==> config.mk <==
export PLATFORM = sky130hd
export DESIGN_NAME = hus_dac_tx_flat
export DESIGN_NICKNAME = d
export VERILOG_FILES = /design/src/rtl/hus_dac_tx_pkg.sv /design/src/rtl/hus_dac_tx_if.sv /design/src/rtl/hus_dac_tx_clkgen.sv /design/src/rtl/hus_dac_tx.sv /design/src/flat_wrapper.sv
export SDC_FILE = /design/constraint.sdc
export NUM_CORES = 1
export LEC_CHECK = 0
export CAP_MARGIN = 20
export CORE_UTILIZATION = 60
export CTS_CLUSTER_DIAMETER = 80
export CTS_CLUSTER_SIZE = 16
export DETAILED_ROUTE_END_ITERATION = 8
export PLACE_DENSITY = 0.82
export SYNTH_ARGS = -nofsm -noshare
export SYNTH_HDL_FRONTEND = slang
export SYNTH_SLANG_ARGS = --single-unit
==> constraint.sdc <==
create_clock -name clk -period 5.55 [get_ports clk]
set_input_delay 0.8325 -clock clk [delete_from_list [all_inputs] [get_ports clk]]
set_output_delay 0.8325 -clock clk [all_outputs]
set_load 0.005 [all_outputs]
==> src/rtl/hus_dac_tx_pkg.sv <==
`default_nettype none
// ============================================================================
// hus_dac_tx_pkg : shared defaults and channel indices for the HUS DAC path
// Rev 1.0
// ============================================================================
package hus_dac_tx_pkg;

   localparam int HUS_DW      = 16;
   localparam int HUS_BCK_DIV = 4;
   localparam int HUS_NUM_CH  = 2;
   localparam int CH_L        = 0;
   localparam int CH_R        = 1;

   // Counter width for a modulo-n count; never narrower than one bit.
   function automatic int hus_cnt_w(input int n);
      return (n > 1) ? $clog2(n) : 1;
   endfunction

endpackage
`default_nettype wire

==> src/rtl/hus_dac_tx_if.sv <==
`default_nettype none
// ============================================================================
// hus_dac_tx_if : sample write strobe side plus serial DAC and status outputs
// Rev 1.0
// ============================================================================
interface hus_dac_tx_if
   import hus_dac_tx_pkg::*;
#(
   parameter int DW = HUS_DW
) ();

   logic          enable;
   logic [1:0]    dac_we;
   logic [DW-1:0] dac_data;
   logic          dac_bck;
   logic          dac_ws;
   logic          dac_dat;
   logic          frame_stb;
   logic [1:0]    underrun;
   logic [1:0]    overrun;

   modport master (
      output enable, dac_we, dac_data,
      input  dac_bck, dac_ws, dac_dat, frame_stb, underrun, overrun
   );

   modport slave (
      input  enable, dac_we, dac_data,
      output dac_bck, dac_ws, dac_dat, frame_stb, underrun, overrun
   );

endinterface
`default_nettype wire

==> src/rtl/hus_dac_tx_clkgen.sv <==
`default_nettype none
// ============================================================================
// hus_dac_tx_clkgen : BCK divider and falling-edge shift strobe, enable gated
// Rev 1.0
// ============================================================================
module hus_dac_tx_clkgen
   import hus_dac_tx_pkg::*;
#(
   parameter int BCK_DIV = HUS_BCK_DIV
) (
   input  logic clk,
   input  logic rst,
   input  logic i_enable,
   output logic o_bck,
   output logic o_shift_ev
);

   localparam int                 c_div_w    = hus_cnt_w(BCK_DIV);
   localparam logic [c_div_w-1:0] c_div_last = c_div_w'(BCK_DIV - 1);

   logic [c_div_w-1:0] r_div_cnt;
   logic               r_bck;
   logic               w_tc;

   assign w_tc = (r_div_cnt == c_div_last);

   always_ff @(posedge clk or posedge rst) begin
      if (rst) begin
         r_div_cnt <= '0;
         r_bck     <= 1'b0;
      end else if (!i_enable) begin
         r_div_cnt <= '0;
         r_bck     <= 1'b0;
      end else if (w_tc) begin
         r_div_cnt <= '0;
         r_bck     <= ~r_bck;
      end else begin
         r_div_cnt <= r_div_cnt + 1'b1;
      end
   end

   assign o_bck = r_bck;

   // Combinational so the shifter updates on the very edge where BCK falls.
   assign o_shift_ev = i_enable & w_tc & r_bck;

endmodule
`default_nettype wire

==> src/rtl/hus_dac_tx.sv <==
`default_nettype none
// ============================================================================
// hus_dac_tx : holds L/R samples and serialises them as I2S / left-justified
// Rev 1.0
// ============================================================================
module hus_dac_tx
   import hus_dac_tx_pkg::*;
#(
   parameter int BCK_DIV   = HUS_BCK_DIV,
   parameter int DW        = HUS_DW,
   parameter int I2S_DELAY = 1
) (
   input  logic        clk,
   input  logic        reset,
   hus_dac_tx_if.slave bus
);

   localparam int                 c_frame_bits = 2 * DW;
   localparam int                 c_cnt_w      = hus_cnt_w(c_frame_bits);
   localparam logic [c_cnt_w-1:0] c_cnt_last   = c_cnt_w'(c_frame_bits - 1);
   localparam logic [c_cnt_w-1:0] c_load_cnt   = c_cnt_w'(I2S_DELAY);
   localparam logic [c_cnt_w-1:0] c_ws_cnt     = c_cnt_w'(DW);

   logic                    w_bck;
   logic                    w_shift_ev;
   logic                    w_load;
   logic [c_cnt_w-1:0]      w_bit_nxt;
   logic [c_cnt_w-1:0]      r_bit_cnt;
   logic                    r_ws;
   logic [c_frame_bits-1:0] r_sh;
   logic                    r_frame_stb;
   logic [DW-1:0]           r_hold [HUS_NUM_CH];
   logic [1:0]              r_pend;
   logic [1:0]              r_underrun;
   logic [1:0]              r_overrun;

   hus_dac_tx_clkgen #(
      .BCK_DIV    (BCK_DIV)
   ) u_clkgen (
      .clk        (clk),
      .rst        (reset),
      .i_enable   (bus.enable),
      .o_bck      (w_bck),
      .o_shift_ev (w_shift_ev)
   );

   assign w_bit_nxt = (r_bit_cnt == c_cnt_last) ? '0 : r_bit_cnt + 1'b1;
   assign w_load    = w_shift_ev & (w_bit_nxt == c_load_cnt);

   // A write landing on the load edge is kept pending for the next frame,
   // while the shifter still takes the previous hold value.
   always_ff @(posedge clk or posedge reset) begin
      if (reset) begin
         r_hold[CH_L] <= '0;
         r_hold[CH_R] <= '0;
         r_pend       <= '0;
         r_underrun   <= '0;
         r_overrun    <= '0;
      end else begin
         for (int ch = 0; ch < HUS_NUM_CH; ch++) begin
            if (bus.dac_we[ch]) begin
               r_hold[ch] <= bus.dac_data;
            end
            if (w_load) begin
               r_pend[ch]     <= bus.dac_we[ch];
               r_underrun[ch] <= ~r_pend[ch] & ~bus.dac_we[ch];
               r_overrun[ch]  <= 1'b0;
            end else begin
               r_underrun[ch] <= 1'b0;
               r_overrun[ch]  <= r_pend[ch] & bus.dac_we[ch];
               if (bus.dac_we[ch]) begin
                  r_pend[ch] <= 1'b1;
               end
            end
         end
      end
   end

   always_ff @(posedge clk or posedge reset) begin
      if (reset) begin
         r_bit_cnt   <= '0;
         r_ws        <= 1'b0;
         r_sh        <= '0;
         r_frame_stb <= 1'b0;
      end else if (!bus.enable) begin
         r_bit_cnt   <= '0;
         r_ws        <= 1'b0;
         r_sh        <= '0;
         r_frame_stb <= 1'b0;
      end else begin
         r_frame_stb <= w_load;
         if (w_shift_ev) begin
            r_bit_cnt <= w_bit_nxt;
            r_ws      <= (w_bit_nxt >= c_ws_cnt);
            if (w_load) begin
               r_sh <= {r_hold[CH_L], r_hold[CH_R]};
            end else begin
               r_sh <= {r_sh[c_frame_bits-2:0], 1'b0};
            end
         end
      end
   end

   assign bus.dac_bck   = w_bck;
   assign bus.dac_ws    = r_ws;
   assign bus.dac_dat   = r_sh[c_frame_bits-1];
   assign bus.frame_stb = r_frame_stb;
   assign bus.underrun  = r_underrun;
   assign bus.overrun   = r_overrun;

endmodule
`default_nettype wire

==> src/flat_wrapper.sv <==
// flat-port wrapper written by rule: the top's interface ports become plain ports
module hus_dac_tx_flat import hus_dac_tx_pkg::*;
#(
   parameter int BCK_DIV   = HUS_BCK_DIV,
   parameter int DW        = HUS_DW,
   parameter int I2S_DELAY = 1
)
  (clk, reset, bus_enable, bus_dac_we, bus_dac_data, bus_dac_bck, bus_dac_ws, bus_dac_dat, bus_frame_stb, bus_underrun, bus_overrun);
  hus_dac_tx_if #(.DW(DW)) bus_i ();
  input  logic clk;
  input  logic reset;
  input wire logic [$bits(bus_i.enable)-1:0] bus_enable;
  input wire logic [$bits(bus_i.dac_we)-1:0] bus_dac_we;
  input wire logic [$bits(bus_i.dac_data)-1:0] bus_dac_data;
  output wire logic [$bits(bus_i.dac_bck)-1:0] bus_dac_bck;
  output wire logic [$bits(bus_i.dac_ws)-1:0] bus_dac_ws;
  output wire logic [$bits(bus_i.dac_dat)-1:0] bus_dac_dat;
  output wire logic [$bits(bus_i.frame_stb)-1:0] bus_frame_stb;
  output wire logic [$bits(bus_i.underrun)-1:0] bus_underrun;
  output wire logic [$bits(bus_i.overrun)-1:0] bus_overrun;
  assign bus_i.enable = bus_enable;
  assign bus_i.dac_we = bus_dac_we;
  assign bus_i.dac_data = bus_dac_data;
  assign bus_dac_bck = bus_i.dac_bck;
  assign bus_dac_ws = bus_i.dac_ws;
  assign bus_dac_dat = bus_i.dac_dat;
  assign bus_frame_stb = bus_i.frame_stb;
  assign bus_underrun = bus_i.underrun;
  assign bus_overrun = bus_i.overrun;
  hus_dac_tx #(.BCK_DIV(BCK_DIV), .DW(DW), .I2S_DELAY(I2S_DELAY)) u_core (.clk(clk), .reset(reset), .bus(bus_i));
endmodule
==> results <==
- The final weighted congestion in routability-driven placement is 0.799.
- The first-pass GRT wire length is 11700 microns.
- The critical path data arrival time is 3.14 ns.
- Of the total synthesized cell area, the portion taken by AND, OR, NAND and NOR gates is 0.161.
- Setup violations remaining at the end of the flow were counted as 0.
- Clock tree synthesis inserted a total of 9 buffers.
- The run finished with clean final reports.
- The proportion of synthesized flip-flops having asynchronous set or reset is 1.00.
- The number of global-route vias before repair is 2451.
- The clock period minus worst slack is 2.89 ns.
- The xor-xnor portion of the synthesized cell area is 0.00498.
- The global route total overflow is 0.
- In the final layout, the share of cells above drive strength 1 is 0.136.
- Counting along the longest clock path gives a buffer depth of 2.
- In this run the worst setup path terminates at u_core.bus.overrun[1]$_DFF_PP0_.
- The final count of hold timing violations is 0.
- Across the run, the number of max-cap violations was 0.
- The post-synthesis cell type count is 35.
- Of the post-synthesis cell area, the dominant cell type holds 0.570.
- Clock-pin slew was measured on the worst setup and hold paths at 0.08 ns.
- The starting utilization of the core area is 0.631.
- In this run the static leakage power is 0.00165 uW.
- For this run, the detailed router's first-pass iteration total came to 4.
- The clock insertion delay at the later pin of the skew report is 0.36 ns.
- The die covers 6170 sq um.
- Of the total synthesized cell area, the portion taken by full adders, half adders and majority gates is 0.0142.
- The total via count in the routed design is 2505.
- The total routing resource utilization after global routing is 0.251.
- The global routing stage identified its most utilized layer as met2.
- The synthesis warning total is 0.
- Setup repair after global routing left no endpoint under its margin.
- For this run, global-route usage on met3 was measured as 0.0651.
- The worst setup path startpoint is bus_enable.
- IR analysis of the VDD net gives a maximum drop of 0.196 mV.
- For met1 alone, demand over resource in global routing was 0.350.
- After routing the design area is 4050 sq um.
- In this run the vertical extent of the chip is 78.5 microns.
- The detail-routed via count per cell is 6.11.
- The dominant synthesized flop cell is sky130_fd_sc_hd__dfrtp_1.
- The post-synthesis register bit count is 80.
- The number of standard cells after synthesis is 314.
- The worst register-to-register path begins at u_core.r_bit_cnt[1]$_DFFE_PP0P_.
- The critical path endpoint category is a flip-flop.
- The area overhead of the layout relative to synthesis is 15.3%.
- At the pin with the least slew margin, the transition time is 1.02 ns.
- The number of DRC violations after detailed-routing iteration 0 is 196.
- The share of the Yosys chip area taken by registers is 0.570.
- The TritonCTS clock tree is done.
- For this design the top-level I/O count stands at 29.
- The number of gates resized after cts is 0.
- The row count is 27.
- The net count of the mapped netlist is 339.
- The root buffer cell chosen for the clock tree is sky130_fd_sc_hd__clkbuf_8.
- The combinational family with the most area after synthesis is simple AND/OR/NAND/NOR gates.
- The critical setup path kind is input port to flip-flop.
- After detailed routing, the number of remaining DRC violations is 0.
- The number of antenna violations at the first check in global routing is 0.
- For the final database, setup skew stands at 0.00963 ns.
- The post-synthesis cell type with the largest combined area is sky130_fd_sc_hd__dfrtp_1.
- The synthesized area per cell is 11.2 sq um.
- The number of synthesized flops with an enable pin is 0.
- The kind of path behind the tightest hold check is flip-flop to flip-flop.
- In this run the cell area of the synthesized design comes to 3510 sq um.
- The count of clock tree sinks is 80.
- For this run, global-route usage on met2 was measured as 0.380.
- The post-route fraction of the period consumed by the critical path is 0.521.
- By area the synthesized netlist is led by sky130_fd_sc_hd__dfrtp_1, sky130_fd_sc_hd__nand2_1, sky130_fd_sc_hd__mux2_2.
- The number of antenna diodes in the final layout is 0.
- Summed over all nets, the half-perimeter wirelength after detailed placement is 4000 microns.
- Based on the critical path, the design can be clocked at up to 346 MHz.
- After detailed routing, the average wire length per cell comes to 16.5 microns.
- After detailed placement, the total cell area comes to 3800 sq um.
- The critical path launch point type is an input port.
- The setup check on the worst reg-to-reg path leaves a slack of 2.73 ns.
- Ranked by instance count, the synthesized netlist is headed by sky130_fd_sc_hd__dfrtp_1, sky130_fd_sc_hd__nand2_1, sky130_fd_sc_hd__nand4_1.
- The worst slew margin relative to its limit is 0.308.
- The detail route stage leaves a number of antenna-violating nets equal to 0.
- Buffers inserted to repair hold after CTS numbered 0.
- The placeable core region is 5570 sq um.
- The number of standard cells in the layout, taps in and fillers out is 410.
- The net count of the finished layout is 358.
- sky130_fd_sc_hd__dfrtp_1 is the most common cell in the netlist.
- The H-tree depth is 3.
- The die is 78.5 microns wide.
- At the worst endpoint, the required time is 5.80 ns.
- Along the worst path, the maximum fanout reaches 43.
- The endpoint of the worst register-to-register path is u_core.bus.overrun[1]$_DFF_PP0_.
- Buffers placed on the I/O ports in this run total 28.
- The final-report max-slew violation count is 0.
- The setup TNS is 0 ns.
- Dividing total power by cell area gives a power density of 305 nW/um^2.
- The post-CTS setup-driven buffer insertion count is 0.
- The pin count of the biggest net entering global routing is 49.
- Summed over all layers, the routed wires come to 6780 microns.
- The number of cells on the worst reg-to-reg path is 7.
- The compound-cell area share of the yosys netlist is 0.0986.
- The multiplexer fraction of the synthesized cell area is 0.116.
- Including well taps, the total number of placed cells is 394.
worst max-delay path, stage by stage:
cell	delay [ns]
sky130_fd_sc_hd__clkdlybuf4s50_1	0.74
sky130_fd_sc_hd__and3_1	0.49
sky130_fd_sc_hd__buf_4	0.46
sky130_fd_sc_hd__nand3_1	0.29
sky130_fd_sc_hd__and3_1	0.31
flip-flops by register name (all words and copies together), names as in the netlist, 2 cells and up:
name	count
u_core.r_hold	32
u_core.r_sh	32
u_core.r_bit_cnt	5
u_core.bus.overrun	2
u_core.bus.underrun	2
u_core.r_pend	2
u_core.u_clkgen.r_div_cnt	2
cell families after synthesis:
kind of cell,Yosys count
muxes,35
and+or+nand+nor,116
DFF,80
buffers and inverters,27
adders and majority gates,4
AOI/OAI and AO/OA,50
xor gates and xnor gates,2
per-layer routing:
layer,routed length [microns],share of wire,up-vias
li1,-,-,1154
met3,352,0.052,9
met4,86,0.013,0
met1,3120,0.46,1270
met2,3220,0.48,72
met5,0,0,-
report_power, final:
| group | leakage, uW | switching [uW] | internal [uW] |
|---|---|---|---|
| clock network | 0.000123 | 221 | 313 |
| logic | 0.000501 | 36.2 | 39.4 |
| registers | 0.00103 | 15.7 | 610 |
| total | 0.00165 | 273 | 963 |
layout by cell type, fill, tap and decap left out, drive strengths merged, types with 3 or more instances in the layout:
master         instances
o211ai                27
o21ai                 11
dfrtp                 80
nand4                 28
and3                   5
a21boi                 5
nand2                 62
a31oi                  4
clkdlybuf4s50         28
buf                    3
bufinv                 3
nor2b                  3
ha                     4
and2                   5
nor2                   4
mux2                  33
inv                    5
clkbuf                10
nand3                  5
worst min path at each step:
| stage | startpoint | end | slack, ns | cells past startpoint |
|---|---|---|---|---|
| 2_1_floorplan | u_core.u_clkgen.r_div_cnt[0]$_DFF_PP0_ | u_core.u_clkgen.r_div_cnt[0]$_DFF_PP0_ | 0.41 | 1 |
| 3_3_place_gp | u_core.u_clkgen.r_div_cnt[0]$_DFF_PP0_ | u_core.u_clkgen.r_div_cnt[0]$_DFF_PP0_ | 0.42 | 1 |
| 3_5_place_dp | u_core.u_clkgen.r_div_cnt[0]$_DFF_PP0_ | u_core.u_clkgen.r_div_cnt[0]$_DFF_PP0_ | 0.43 | 1 |
| 4_1_cts | u_core.u_clkgen.r_div_cnt[0]$_DFF_PP0_ | u_core.u_clkgen.r_div_cnt[0]$_DFF_PP0_ | 0.45 | 1 |
| 5_1_grt | u_core.u_clkgen.r_div_cnt[0]$_DFF_PP0_ | u_core.u_clkgen.r_div_cnt[0]$_DFF_PP0_ | 0.45 | 1 |
| 6_report | u_core.u_clkgen.r_div_cnt[0]$_DFF_PP0_ | u_core.u_clkgen.r_div_cnt[0]$_DFF_PP0_ | 0.44 | 1 |
cell type report:
| type | instances | area (sq um) |
|---|---|---|
| repair buffers | 31 | 303 |
| fillers | 390 | 1520 |
| clock buffers | 10 | 138 |
| well taps | 72 | 90.1 |
| inverters | 4 | 15.0 |
| clock inverters | 6 | 115 |
| flip-flops and latches | 80 | 2000 |
| multi-input cells | 207 | 1390 |
through the flow:
stage	hold WS, ns	utilization	total power, uW	setup slack (ns)
3_5_place_dp	0.434	0.681	713	2.35
4_1_cts	0.445	0.727	1240	2.70
5_1_grt	0.450	0.727	1280	2.50
6_report	0.439	0.727	1240	2.66
2_1_floorplan	0.414	-	680	2.67
3_3_place_gp	0.423	0.681	711	2.40
Note: power is estimated with default switching activity, not from simulation.
